==> src/rtl/uart_pkg.sv <==
// Shared constants and types for the UART receiver.
// Optional feature macro: UART_RCV_FRAMING_CHK_EN (stop-bit framing check).
package uart_pkg;

  // 50 MHz system clock / 19200 baud
  localparam int BAUD_DIV_DEFAULT = 2604;
  // Half a bit period: the first sample lands in the middle of the start bit
  localparam int HALF_BIT_DEFAULT = BAUD_DIV_DEFAULT / 2;

  localparam int BAUD_W     = 12;
  localparam int BIT_W      = 4;
  // start + 8 data + stop
  localparam int FRAME_BITS = 10;

  typedef enum logic {
    IDLE      = 1'b0,
    RECEIVING = 1'b1
  } rx_state_e;

endpackage

==> src/rtl/uart_rcv_if.sv <==
// Consumer-side bundle of the UART receiver.
// Handshake: rdy rises when a byte lands in rx_data and stays high until the
// consumer pulses clr_rdy (cleared on the following clock) or a new start bit
// arrives; if rdy is being set on the same clock clr_rdy is seen, rdy stays set.
interface uart_rcv_if;
  logic       RX;
  logic       clr_rdy;
  logic [7:0] rx_data;
  logic       rdy;
  logic       frm_err;

  modport master (
    output RX,
    output clr_rdy,
    input  rx_data,
    input  rdy,
    input  frm_err
  );

  modport slave (
    input  RX,
    input  clr_rdy,
    output rx_data,
    output rdy,
    output frm_err
  );
endinterface

==> src/rtl/uart_rx_sync.sv <==
// Two-flop synchronizer for the asynchronous RX line; both stages come out
// of reset high so an idle line never looks like a start bit.
module uart_rx_sync (
  input  logic clk,
  input  logic rst,
  input  logic async_in,
  output logic sync_out
);

  logic meta_q, meta_d;
  logic sync_q, sync_d;

  // next-state: plain two-stage shift
  always_comb begin
    meta_d = async_in;
    sync_d = meta_q;
  end

  // registers preset high on reset
  always_ff @(posedge clk) begin
    if (rst) begin
      meta_q <= 1'b1;
      sync_q <= 1'b1;
    end else begin
      meta_q <= meta_d;
      sync_q <= sync_d;
    end
  end

  assign sync_out = sync_q;

endmodule

==> src/rtl/uart_rcv.sv <==
// 8N1 LSB-first UART receiver with a rdy/clr_rdy consumer handshake.
// Optional feature macro: UART_RCV_FRAMING_CHK_EN -- when defined, frm_err
// reports a stop bit sampled low; otherwise frm_err is tied low.
module uart_rcv
  import uart_pkg::*;
#(
  parameter int BAUD_DIV = BAUD_DIV_DEFAULT
) (
  input  logic      clk,
  input  logic      rst,
  uart_rcv_if.slave bus,
  output rx_state_e state_dbg
);

  localparam logic [BAUD_W-1:0] BAUD_RESET  = BAUD_W'(BAUD_DIV);
  localparam logic [BAUD_W-1:0] HALF_LOAD   = BAUD_W'(BAUD_DIV / 2);
  // Counting down to zero inclusive, so reloading DIV-1 gives DIV clocks per bit
  localparam logic [BAUD_W-1:0] BAUD_RELOAD = BAUD_W'(BAUD_DIV - 1);
  localparam logic [BIT_W-1:0]  LAST_BIT    = BIT_W'(FRAME_BITS - 1);

  logic rx_s;

  uart_rx_sync u_sync (
    .clk      (clk),
    .rst      (rst),
    .async_in (bus.RX),
    .sync_out (rx_s)
  );

  rx_state_e         state_q, state_d;
  logic [BAUD_W-1:0] baud_cnt_q, baud_cnt_d;
  logic [BIT_W-1:0]  bit_cnt_q, bit_cnt_d;
  logic [8:0]        shift_reg_q, shift_reg_d;
  logic [7:0]        rx_data_q, rx_data_d;
  logic              rdy_q, rdy_d;
  logic              done_q, done_d;
  logic              rx_prev_q, rx_prev_d;
  logic              start;
  logic              shift;

  // FSM, bit timing, shift register and the rdy flag
  always_comb begin
    state_d     = state_q;
    baud_cnt_d  = baud_cnt_q;
    bit_cnt_d   = bit_cnt_q;
    shift_reg_d = shift_reg_q;
    rx_data_d   = rx_data_q;
    rdy_d       = rdy_q;
    done_d      = 1'b0;
    rx_prev_d   = rx_s;
    // A start needs a high-to-low transition so a line still low after an
    // abort or a bad stop bit is not mistaken for a new frame
    start = (state_q == IDLE) && rx_prev_q && !rx_s;
    shift = (state_q == RECEIVING) && (baud_cnt_q == '0);

    case (state_q)
      IDLE: begin
        if (start) begin
          state_d    = RECEIVING;
          baud_cnt_d = HALF_LOAD;
          bit_cnt_d  = '0;
        end
      end
      RECEIVING: begin
        if (shift) begin
          shift_reg_d = {rx_s, shift_reg_q[8:1]};
          baud_cnt_d  = BAUD_RELOAD;
          bit_cnt_d   = bit_cnt_q + 1'b1;
          if ((bit_cnt_q == '0) && rx_s) begin
            // start bit gone by mid-bit: a glitch, drop it silently
            state_d = IDLE;
          end else if (bit_cnt_q == LAST_BIT) begin
            state_d = IDLE;
            done_d  = 1'b1;
          end
        end else begin
          baud_cnt_d = baud_cnt_q - 1'b1;
        end
      end
    endcase

    // clear sources first so a completing frame (set) has the last word
    if (bus.clr_rdy) rdy_d = 1'b0;
    if (start)       rdy_d = 1'b0;
    if (done_q) begin
      rdy_d     = 1'b1;
      rx_data_d = shift_reg_q[7:0];
    end
  end

  // state registers
  always_ff @(posedge clk) begin
    if (rst) begin
      state_q     <= IDLE;
      baud_cnt_q  <= BAUD_RESET;
      bit_cnt_q   <= '0;
      shift_reg_q <= '1;
      rx_data_q   <= '0;
      rdy_q       <= 1'b0;
      done_q      <= 1'b0;
      rx_prev_q   <= 1'b1;
    end else begin
      state_q     <= state_d;
      baud_cnt_q  <= baud_cnt_d;
      bit_cnt_q   <= bit_cnt_d;
      shift_reg_q <= shift_reg_d;
      rx_data_q   <= rx_data_d;
      rdy_q       <= rdy_d;
      done_q      <= done_d;
      rx_prev_q   <= rx_prev_d;
    end
  end

`ifdef UART_RCV_FRAMING_CHK_EN
  logic frm_err_q, frm_err_d;

  // framing flag follows rdy: set from the stop sample, cleared with rdy
  always_comb begin
    frm_err_d = frm_err_q;
    if (bus.clr_rdy || start) frm_err_d = 1'b0;
    if (done_q)               frm_err_d = ~shift_reg_q[8];
  end

  // framing flag register
  always_ff @(posedge clk) begin
    if (rst) frm_err_q <= 1'b0;
    else     frm_err_q <= frm_err_d;
  end

  assign bus.frm_err = frm_err_q;
`else
  assign bus.frm_err = 1'b0;
`endif

  assign bus.rx_data = rx_data_q;
  assign bus.rdy     = rdy_q;
  assign state_dbg   = state_q;

endmodule

==> src/flat_wrapper.sv <==
// flat-port wrapper written by rule: the top's interface ports become plain ports
module uart_rcv_flat import uart_pkg::*;
#(
  parameter int BAUD_DIV = BAUD_DIV_DEFAULT
)
  (clk, rst, state_dbg, bus_RX, bus_clr_rdy, bus_rx_data, bus_rdy, bus_frm_err);
  uart_rcv_if bus_i ();
  input  logic clk;
  input  logic rst;
  output rx_state_e state_dbg;
  input wire logic [$bits(bus_i.RX)-1:0] bus_RX;
  input wire logic [$bits(bus_i.clr_rdy)-1:0] bus_clr_rdy;
  output wire logic [$bits(bus_i.rx_data)-1:0] bus_rx_data;
  output wire logic [$bits(bus_i.rdy)-1:0] bus_rdy;
  output wire logic [$bits(bus_i.frm_err)-1:0] bus_frm_err;
  assign bus_i.RX = bus_RX;
  assign bus_i.clr_rdy = bus_clr_rdy;
  assign bus_rx_data = bus_i.rx_data;
  assign bus_rdy = bus_i.rdy;
  assign bus_frm_err = bus_i.frm_err;
  uart_rcv #(.BAUD_DIV(BAUD_DIV)) u_core (.clk(clk), .rst(rst), .bus(bus_i), .state_dbg(state_dbg));
endmodule
==> config.mk <==
export PLATFORM = sky130hd
export DESIGN_NAME = uart_rcv_flat
export DESIGN_NICKNAME = d
export VERILOG_FILES = /design/src/rtl/uart_pkg.sv /design/src/rtl/uart_rcv_if.sv /design/src/rtl/uart_rx_sync.sv /design/src/rtl/uart_rcv.sv /design/src/flat_wrapper.sv
export SDC_FILE = /design/constraint.sdc
export NUM_CORES = 1
export LEC_CHECK = 0
export CORE_MARGIN = 2
export CORE_UTILIZATION = 59
export CTS_BUF_LIST = sky130_fd_sc_hd__clkbuf_8
export DETAILED_ROUTE_END_ITERATION = 12
export GPL_ROUTABILITY_DRIVEN = 0
export PLACE_DENSITY = 0.81
export SYNTH_ARGS = -nofsm -noshare
export SYNTH_HDL_FRONTEND = slang
export SYNTH_SLANG_ARGS = --single-unit
==> constraint.sdc <==
create_clock -name clk -period 2 [get_ports clk]
set_input_delay 0.5 -clock clk [delete_from_list [all_inputs] [get_ports clk]]
set_output_delay 0.5 -clock clk [all_outputs]
set_load 0.01 [all_outputs]
After elaboration in Yosys (flattened, before gate mapping)
Cells that the tools add are included.
{"block": "totals", "reg_bits": 39, "output_inout_bits": 11, "word_cells": 43}
{"block": "classes", "add_sub_neg": 2, "eq_ne": 3, "mux": 15, "bitwise": 2, "reduce_logical": 11}
{"op": "$mux W12", "n": 2}
{"op": "$pmux W12 S2", "n": 1}
{"op": "$logic_not A12 Y1", "n": 1}
{"op": "$sub A12 B1 Y12 const B", "n": 1}
{"op": "$mux W1", "n": 8}
{"op": "$mux W4", "n": 2}
{"op": "$pmux W4 S2", "n": 1}
{"op": "$add A4 B1 Y4 const B", "n": 1}
{"op": "$eq A4 B4 Y1 const B", "n": 1}
{"op": "$logic_and A1 B1 Y1", "n": 4}
{"op": "$logic_not A4 Y1", "n": 1}
{"op": "$reduce_and A2 Y1", "n": 2}
{"op": "$reduce_or A4 Y1", "n": 1}
{"op": "$reduce_bool A3 Y1", "n": 1}
{"op": "$ne A2 B1 Y1 const B", "n": 1}
{"op": "$ne A2 B2 Y1 const B", "n": 1}
{"op": "$not A1 Y1", "n": 2}
{"op": "$pmux W1 S2", "n": 1}
{"op": "$logic_not A1 Y1", "n": 1}

Longest topological paths before layout
Gate-level depths: netlist (run 1).
{"block": "logic_depth", "word_depth": 5, "depth_mapped": 7, "mapped_depth_nobuf": 6}

Modules after synthesis
Synthesis (run 1) repeated with hierarchy kept, for this count alone.
{"block": "unflattened", "hier_cells": 197, "hier_area_um2": 1771.7}
{"module": "uart_rcv", "n_inst": 1, "cells_each": 193, "area_each_um2": 1719.1, "seq_area_each_um2": 740.7}
{"module": "uart_rx_sync", "n_inst": 1, "cells_each": 4, "area_each_um2": 52.6, "seq_area_each_um2": 40.0}

Least setup slack after synthesis (run 1)
Ideal clock, no wire load.
{"block": "synth_path", "path_type": "register -> register", "from": "register u_core.baud_cnt_q[0]", "to": "register u_core.bit_cnt_q[0]", "setup_ps": 67, "arrival_time_ps": 1643, "path_slack_ps": 290, "stages_incl_launch_ff": 8, "period_less_slack_ps": 1710, "cell_sequence": "dfxtp_1 -> inv_1 -> ha_1 -> or4b_4 -> nor4_4 -> buf_6 -> nand2_4 -> a21oi_2"}
{"block": "synth_between", "elab_chain_len": 4}
{"element": "from (decl)", "line": "uart_rcv.sv:31", "source": "logic [BAUD_W-1:0] baud_cnt_q, baud_cnt_d;"}
{"element": "from (signal assigned)", "line": "uart_rcv.sv:104", "source": "baud_cnt_q <= baud_cnt_d;"}
{"element": "$logic_not A12 Y1", "line": "uart_rcv.sv:54", "source": "shift = (state_q == RECEIVING) && (baud_cnt_q == '0);"}
{"element": "$logic_and A1 B1 Y1", "line": "uart_rcv.sv:54"}
{"element": "$ne A2 B2 Y1 (no line)"}
{"element": "$reduce_and A2 Y1 (no line)"}
{"element": "to (signal assigned)", "line": "uart_rcv.sv:105", "source": "bit_cnt_q <= bit_cnt_d;"}
{"element": "to (decl)", "line": "uart_rcv.sv:32", "source": "logic [BIT_W-1:0] bit_cnt_q, bit_cnt_d;"}
No other way between the ends.
A chain may end at the register's enable or synchronous reset.

Worst setup path in the final report (run 1)
Same ends and word-level chain as after synthesis.

==> reports/results.ini, run 1 <==
[yosys]
yosys_warnings=0
ys_seq_area_share_pct=43.9
syn_nets=207
synth_flop_cell=dfxtp_1
avgSynthCellArea_um2=8.97
synthArstFlopShare_pct=0
synth_seq_cells=39
synth_edf_count=0
netlist-cell-type-count=45
synthesis.area_um2=1780
synthCells=198

[finish]
final_core_util_pct=74.6
drive_gt1_share_pct=16.6
nFillCells=206
fin_nets=225
finalNonFillerCells=248
antenna_cells=0
syn_to_final_growth_pct=17.8

[clock_network]
clk_transition_reported_paths_ps=80
root_buffer=clkbuf_8
cts.sinks=39
cts_tree=yes
cts_made_buffers=5
insertion_delay_ps=290
hold_buffers=0
cts_buffer_depth=2
htreeDepth=2

[floorplanning]
row_count=19
start_util_pct=63.3
die_area_um2=3470
core_area_um2=2810
num_io_pins=15
die_w_um=58.9
die_y_um=58.9

[power_and_ir_drop]
p_seq_share_pct=52.3
power_per_cell_area_nw_per_um2=759
irDropWorstVdd_v=0.000600
pwr-share-clk_pct=40.3
fin_total_pwr_mw=1.59
power_switching_mw=0.365
power_leakage_nw=0.784
intPower_mw=1.22
share_comb_of_total_power_pct=7.4
swShare_pct=23.0

[setup_path]
slowest_stage=or4b_4
required_ps=2230
r2r_end=u_core.bit_cnt_q[0]
ff2ff_setup_slack_ps=60
path_delay_family=simple AND/OR/NAND/NOR gates
worst_setup_path_start_kind=register
path_buf_inv=2
critical_path_class=reg -> reg
slowest_delay_ps=500
cp-end-kind=register
cp_max_fo=7
worstPathArrival_ps=2170
r2r_start=u_core.baud_cnt_q[0]
reg2regPathDepth=7
crit_chain=inv_1 > ha_2 > or4b_4 > nor4_4 > buf_6 > nand2_4 > a21oi_2

[detailed_routing]
via_count=1529
wl_per_cell_um=15.1
first_pass_iters=8
routed_wl_mm=3.75
via_per_inst=6.17
ant_nets=0
drc_errors=1
drtIter0Drc=78

[worst_hold_path]
hold_depth=1
hp-class=reg -> reg
hold_end=u_core.u_sync.sync_out
min_from=u_core.u_sync.meta_q

[timing]
setup_viol=0
fin_crit_ps=1940
finalHoldViolations=0
finalSetupTns_ps=0
worstMarginPinSlew_ps=599
slew_viol_final=0
fmax_mhz=515
fin_skew_ps=8.85
fin_crit_sh_pct=97.2
relSlewSlack_pct=59.9

[placement]
post-dp-hpwl_mm=2.60
io_buffers=13
place_inst=236

[global_route]
grt_pass1_vias=1481
grt_max_degree=27
grt_pass1_wl_mm=6.24
grt_use_total_pct=23.3
antenna_found_initial=0
overflow=0

[job]
drv_cap=0

[run_status]
violations=DRC
status=finished with violations

-- per-stage QoR --
step                cell area, µm²  hold slack (ps)  worst slack [ps]
floorplan                     1780              389               290
global placement              1930              397               210
detailed placement            1930              434               123
CTS                           2040              444              26.5
global route                  2090              449             -5.51
finish                        2090              438              57.0
-- state kept, by name (all words and copies together) (netlist names) --
name / count
u_core.done_q: 1
u_core.u_sync.sync_out: 1
u_core.state_dbg: 1
u_core.rx_prev_q: 1
u_core.shift_reg_q: 9
u_core.bit_cnt_q: 4
u_core.baud_cnt_q: 12
u_core.bus.rdy: 1
u_core.bus.rx_data: 8
u_core.u_sync.meta_q: 1
-- worst reg2reg max path, delay by kind of cell, from the launching register on --
| kind | cells | cell delay (ps) |
|---|---|---|
| simple gates | 3 | 940 |
| flops | 1 | 350 |
| buf+inv | 2 | 270 |
| fa+ha+maj | 1 | 200 |
| compound gates | 1 | 130 |
-- worst max-delay path by stage --
stage                         startpoint                   to  slack [ps]  cells after the start
finish              u_core.baud_cnt_q[0]  u_core.bit_cnt_q[0]          60                      7
global route        u_core.baud_cnt_q[0]  u_core.bit_cnt_q[0]          -6                      7
CTS                     u_core.state_dbg            state_dbg          30                      1
detailed placement  u_core.baud_cnt_q[1]  u_core.bit_cnt_q[0]         120                      7
global placement    u_core.baud_cnt_q[0]  u_core.bit_cnt_q[0]         210                      7
floorplan           u_core.baud_cnt_q[0]  u_core.bit_cnt_q[0]         290                      7
-- layout make-up --
type | count | area (µm²) | share of cell area (%)
Timing Repair Buffer | 23 | 209 | 9.98
Multi-Input combinational cell | 139 | 918 | 43.9
Clock buffer | 5 | 68.8 | 3.29
Sequential cell | 39 | 785 | 37.5
Clock inverter | 3 | 43.8 | 2.09
Inverter | 8 | 30.0 | 1.43
Tap cell | 31 | 38.8 | 1.85
-- cell families (layout without fill, tap and decap cells) --
| logic type | after synthesis | in the layout | synth area share [%] |
|---|---|---|---|
| AND/OR/NAND/NOR | 90 | 90 | 29.8 |
| buffers and inverters | 20 | 39 | 5.00 |
| adder cells (fa/ha/maj) | 5 | 5 | 3.52 |
| flip-flops | 39 | 39 | 43.9 |
| AO/OA/AOI/OAI | 35 | 35 | 13.0 |
| other | 1 | 1 | 0.211 |
| multiplexers | 8 | 8 | 4.51 |
-- cell usage after synthesis (2+ instances only) --
master     n  area share, %
dfxtp_1   39             44
nand2_1   25            5.3
nor2_1    14            3.0
nand3_1   12            3.4
nand3b_1   9            3.8
clkbuf_1   8            1.7
inv_1      8            1.7
mux2i_1    8            4.5
o21ai_0    8            2.3
a21oi_1    7            2.0
or3_1      6            2.1
ha_1       5            3.5
nor3_1     5            1.4
a31oi_1    4            1.4
o31ai_1    4            1.7
or2_2      3            1.1
buf_2      2           0.56
nor4_1     2           0.70
nor4_4     2            2.4
or3b_2     2           0.99
-- power groups by stage --
stage | Clock (mW) | Combinational, mW | Sequential (mW)
3_3_place_gp | 0 | 0.110 | 0.841
3_5_place_dp | 0 | 0.114 | 0.844
2_1_floorplan | 0 | 0.0926 | 0.829
4_1_cts | 0.653 | 0.114 | 0.826
5_1_grt | 0.680 | 0.130 | 0.833
6_report | 0.640 | 0.118 | 0.830
-- per-layer routing --
layer	global-route usage, %	vias to the layer above	part of all wire (%)
li1	-	736	-
met1	25.6	711	39
met2	42.7	67	51
met3	6.81	15	6.2
met4	7.47	0	3.3
met5	0	-	0
-- repair_timing --
action	in CTS	in global routing
buffers inserted	0	3
gates resized for setup	0	8
setup endpoints to repair	0	10
-- layout by cell type (no fill, tap or decap), drive strengths merged, types with 2 or more instances in the layout --
master         instances
a21oi                  8
a31oi                  4
buf                   10
clkbuf                 5
clkdlybuf4s50         13
clkinv                 2
dfxtp                 39
ha                     5
inv                    8
mux2i                  8
nand2                 26
nand3                 12
nand3b                 9
nor2                  14
nor3                   5
nor4                   4
o21ai                  9
o31ai                  4
or2                    3
or3                    6
or3b                   2
or4                    2
(Power assumes the default switching activity.)
==> run 2, diff against run 1 <==
--- a/config.mk
+++ b/config.mk
@@ -5,10 +5,12 @@
 export SDC_FILE = /design/constraint.sdc
 export NUM_CORES = 1
 export LEC_CHECK = 0
+export CAP_MARGIN = 20
 export CORE_MARGIN = 2
-export CORE_UTILIZATION = 59
+export CORE_UTILIZATION = 65
 export CTS_BUF_LIST = sky130_fd_sc_hd__clkbuf_8
 export DETAILED_ROUTE_END_ITERATION = 12
+export DONT_BUFFER_PORTS = 1
 export GPL_ROUTABILITY_DRIVEN = 0
 export PLACE_DENSITY = 0.81
 export SYNTH_ARGS = -nofsm -noshare
==> run 2 against run 1 <==
  * The run now ends clean
  * Clock skew hardly changed
  * Utilization is 1.2 points higher
  * Flip-flop and latch count did not move
  * Cell count down 7.7%
  * Non-clock buffer count decreased by 18
  * Critical endpoint is now u_core.bit_cnt_q[1]
==> reports/results.ini, run 2 (same netlist as run 1, synthesis figures left out) <==
[floorplanning]
row_count=18
die_area_um2=3170
start_util_pct=69.8
core_area_um2=2540
num_io_pins=15
die_y_um=56.3
die_w_um=56.3

[setup_path]
cp-end-kind=register
r2r_start=u_core.baud_cnt_q[1]
ff2ff_setup_slack_ps=90
required_ps=2240
critical_path_class=reg -> reg
worst_setup_path_start_kind=register
worstPathArrival_ps=2140
reg2regPathDepth=7
cp_max_fo=5
r2r_end=u_core.bit_cnt_q[1]

[clock_network]
cts_buffer_depth=2
htreeDepth=2
root_buffer=clkbuf_8
cts.sinks=39
cts_made_buffers=5
insertion_delay_ps=310
clk_transition_reported_paths_ps=80
cts_tree=yes
hold_buffers=0

[timing]
slew_viol_final=0
finalHoldViolations=0
worstMarginPinSlew_ps=687
relSlewSlack_pct=54.0
fin_crit_sh_pct=95.3
fmax_mhz=525
fin_crit_ps=1910
hold_ws_ps=244
setup_viol=0
fin_skew_ps=8.52

[power_and_ir_drop]
power_switching_mw=0.389
power_leakage_nw=0.712
p_seq_share_pct=51.5
share_comb_of_total_power_pct=6.2
swShare_pct=24.2
power_per_cell_area_nw_per_um2=831
intPower_mw=1.22
irDropWorstVdd_v=0.000866
pwr-share-clk_pct=42.3
fin_total_pwr_mw=1.61

[finish]
top_register=u_core.baud_cnt_q
syn_to_final_growth_pct=8.66
mostFrequentLayoutCell=dfxtp_1
finalNonFillerCells=229
fin_nets=207
drive_gt1_share_pct=14.1
largest_reg_flops=12
final_core_util_pct=75.9
antenna_cells=0
fin_area_um2=1930
final_cell_mix=dfxtp_1, nand2_1, nor2_1, nand3_1, nand3b_1

[worst_hold_path]
min_from=rst
hold_end=u_core.bit_cnt_q[0]
hp-class=in -> reg
hold_depth=1

[placement]
io_buffers=0
place_inst=220
post-dp-hpwl_mm=2.45
placed_area_um2=1790

[global_route]
grt_pass1_wl_mm=5.91
grt_pass1_vias=1259
overflow=0
grt_max_degree=37
grt_use_total_pct=24.2
antenna_found_initial=0

[detailed_routing]
drtIter0Drc=49
drc_errors=0
first_pass_iters=4
ant_nets=0
routed_wl_mm=3.67
via_count=1448
wl_per_cell_um=16.0
via_per_inst=6.32

[job]
drv_cap=0

[run_status]
status=completed

run 2: cell types whose count changed in the layout (fill, tap and decap cells not counted), sizes merged:
cell	delta
clkdlybuf4s50	-13
buf	-5
clkinv	-2
clkinvlp	+1
inv	+1
run 2: how the worst max path moves through the flow:
stage,startpoint,endpoint,slack [ps]
CTS,u_core.baud_cnt_q[0],u_core.bit_cnt_q[1],100
global route,u_core.baud_cnt_q[1],u_core.bit_cnt_q[1],-5
detailed placement,u_core.baud_cnt_q[0],u_core.bit_cnt_q[1],140
global placement,u_core.baud_cnt_q[0],u_core.bit_cnt_q[1],210
finish,u_core.baud_cnt_q[1],u_core.bit_cnt_q[1],90
floorplan,u_core.baud_cnt_q[0],u_core.bit_cnt_q[0],290
run 2: layout make-up:
class | instances | area [µm²]
sequential | 39 | 782
tap | 30 | 37.5
multi-input combinational | 139 | 928
inverter | 8 | 30.0
clock buffer | 5 | 68.8
timing repair buffer | 5 | 37.5
clock inverter | 3 | 46.3
fill | 184 | 614
run 2: through the flow:
| stage | setup slack (ps) | setup TNS [ps] |
|---|---|---|
| 2_1_floorplan | 290 | 0 |
| 3_3_place_gp | 206 | 0 |
| 3_5_place_dp | 139 | 0 |
| 4_1_cts | 103 | 0 |
| 5_1_grt | -4.56 | -4.56 |
| 6_report | 93.6 | 0 |
run 2: what timing repair did:
action / 4_1_cts / 5_1_grt
buffers inserted: 0 / 1
gates resized for setup: 0 / 4
endpoints found under the setup margin: 0 / 2
run 2: worst max-delay path: stages (launching register included):
cell	delay, ps
dfxtp_1	350
inv_1	140
ha_4	160
or4b_4	480
nor4_4	310
buf_4	190
nand3_1	90
a21oi_1	130
run 2: per-layer routing:
layer  up-vias  part of all wire, %  track usage, %
met4         0                  1.9            8.84
met5         -                    0               0
met2        48                   46            35.1
li1        704                    -               -
met1       689                   45            33.1
met3         7                  6.7            8.53
run 2: power groups by stage:
stage                     Sequential (mW)  Clock, mW  Combinational (mW)
final                               0.827      0.679              0.0989
after global routing                0.829      0.706               0.110
after CTS                           0.823      0.684              0.0918
after detailed placement            0.842          0              0.0905
after global placement              0.840          0              0.0888
after floorplan                     0.829          0              0.0926
==> run 3, diff against run 2 <==
--- a/config.mk
+++ b/config.mk
@@ -7,12 +7,12 @@
 export LEC_CHECK = 0
 export CAP_MARGIN = 20
 export CORE_MARGIN = 2
-export CORE_UTILIZATION = 65
+export CORE_UTILIZATION = 31
 export CTS_BUF_LIST = sky130_fd_sc_hd__clkbuf_8
 export DETAILED_ROUTE_END_ITERATION = 12
 export DONT_BUFFER_PORTS = 1
 export GPL_ROUTABILITY_DRIVEN = 0
-export PLACE_DENSITY = 0.81
+export SETUP_SLACK_MARGIN = 0.2
 export SYNTH_ARGS = -nofsm -noshare
 export SYNTH_HDL_FRONTEND = slang
 export SYNTH_SLANG_ARGS = --single-unit
==> run 3 against run 2 <==
  * Maximum frequency rose by 6.6%
  * Die area increased by 100%
  * Worst hold slack improved by 27 ps
  * Clock power shrank 2%
  * Largest power group unchanged
  * Critical path depth did not move
  * Total power is 0.66% lower
  * Sequential share of layout area shrank 1.7 points
  * Cell count grew 20%
==> reports/results.ini, run 3 (same netlist as run 1, synthesis figures left out) <==
[run_status]
status=completed

[clock_network]
hold_buffers=0
cts_buffer_depth=2
insertion_delay_ps=300
cts.sinks=39
clk_transition_reported_paths_ps=80
cts_made_buffers=5
cts_tree=yes
htreeDepth=2
root_buffer=clkbuf_8

[finish]
top_register=u_core.baud_cnt_q
final_cell_mix=dfxtp_1, nand2_1, nor2_1, nand3_1
mostFrequentLayoutCell=dfxtp_1
final_core_util_pct=36.6
fin_nets=211
antenna_cells=0
syn_to_final_growth_pct=13.5
drive_gt1_share_pct=18.2
largest_reg_flops=12

[floorplanning]
die_area_um2=6350
core_area_um2=5510
num_io_pins=15
die_y_um=79.7
start_util_pct=32.3
die_w_um=79.7
row_count=27

[global_route]
grt_pass1_vias=1287
grt_pass1_wl_mm=6.06
antenna_found_initial=0
grt_use_total_pct=12.2
overflow=0
grt_max_degree=37

[power_and_ir_drop]
power_per_cell_area_nw_per_um2=791
irDropWorstVdd_v=0.000386
power_leakage_nw=0.727

[setup_path]
slowest_stage=or4b_4
critical_path_class=reg -> reg
slowest_delay_ps=490
required_ps=2240
crit_chain=inv_2 > ha_4 > or4b_4 > nor4_4 > buf_4 > nand3_2 > a21oi_2
worstPathArrival_ps=2020
cp_max_fo=5
cp-end-kind=register
ff2ff_setup_slack_ps=210
worst_setup_path_start_kind=register

[timing]
fmax_mhz=559
slew_viol_final=0
rsz0062_at_grt=true
setup_viol=0
finalSetupTns_ps=0
finalHoldViolations=0
fin_crit_ps=1790
fin_crit_sh_pct=89.4
fin_skew_ps=7.76

[detailed_routing]
via_per_inst=5.11
drtIter0Drc=39
drc_errors=0
routed_wl_mm=3.67
ant_nets=0
via_count=1405
first_pass_iters=4
wl_per_cell_um=13.4

[placement]
post-dp-hpwl_mm=2.52
io_buffers=0

[job]
drv_cap=0

[worst_hold_path]
hp-class=in -> reg

-- run 3: worst max-delay path: cells and delay by family (launching register included) --
kind	cells	cell delay (ps)
buffers and inverters	2	270
DFF	1	340
adders and majority gates	1	140
AOI/OAI and AO/OA	1	130
and+or+nand+nor	3	840
-- run 3: per-stage QoR --
| step | cells | hold slack [ps] | total power [mW] | setup WS, ps | instance area, µm² |
|---|---|---|---|---|---|
| 2_1_floorplan | 198 | 389 | 0.921 | 290 | 1780 |
| 3_3_place_gp | 267 | 395 | 0.940 | 189 | 1880 |
| 3_5_place_dp | 267 | 403 | 0.941 | 163 | 1880 |
| 4_1_cts | 275 | 251 | 1.61 | 216 | 2000 |
| 5_1_grt | 275 | 247 | 1.66 | 117 | 2020 |
| 6_report | 275 | 271 | 1.59 | 212 | 2020 |
-- run 3: power breakdown --
group          internal (mW)  switching, mW  leakage (nW)  total, mW
clock                  0.372          0.293        0.0581      0.665
combinational         0.0516         0.0535         0.352      0.105
sequential             0.795         0.0300         0.317      0.825
total                   1.22          0.377         0.727       1.59
-- run 3: metal layers --
metal	routed length (µm)	global-route usage, %	up-vias	share of wire, %
met2	1720	19.4	28	47
met4	29	4.31	0	0.79
met3	179	4.07	4	4.9
met5	0	0	-	0
li1	-	-	710	-
met1	1750	15.4	663	48
-- run 3: repair_timing --
action / in CTS / in global routing
setup endpoints to repair: 3 / 19
pin swaps: 0 / 5
buffers inserted: 0 / 0
gates resized for setup: 3 / 5
-- run 3: final timing paths --
path / to / cells past startpoint / startpoint
setup / recovery: u_core.bit_cnt_q[1] / 7 / u_core.baud_cnt_q[1]
hold / removal: u_core.bit_cnt_q[1] / 1 / rst
setup reg to reg: u_core.bit_cnt_q[1] / 7 / u_core.baud_cnt_q[1]
hold reg to reg: u_core.u_sync.sync_out / 1 / u_core.u_sync.meta_q
-- run 3: final cells by class --
type	count	area (µm²)
fill	572	3490
multi-input combinational	139	933
sequential	39	782
tap	72	90.1
clock buffer	5	68.8
timing repair buffer	9	67.6
clock inverter	3	43.8
inverter	8	30.0
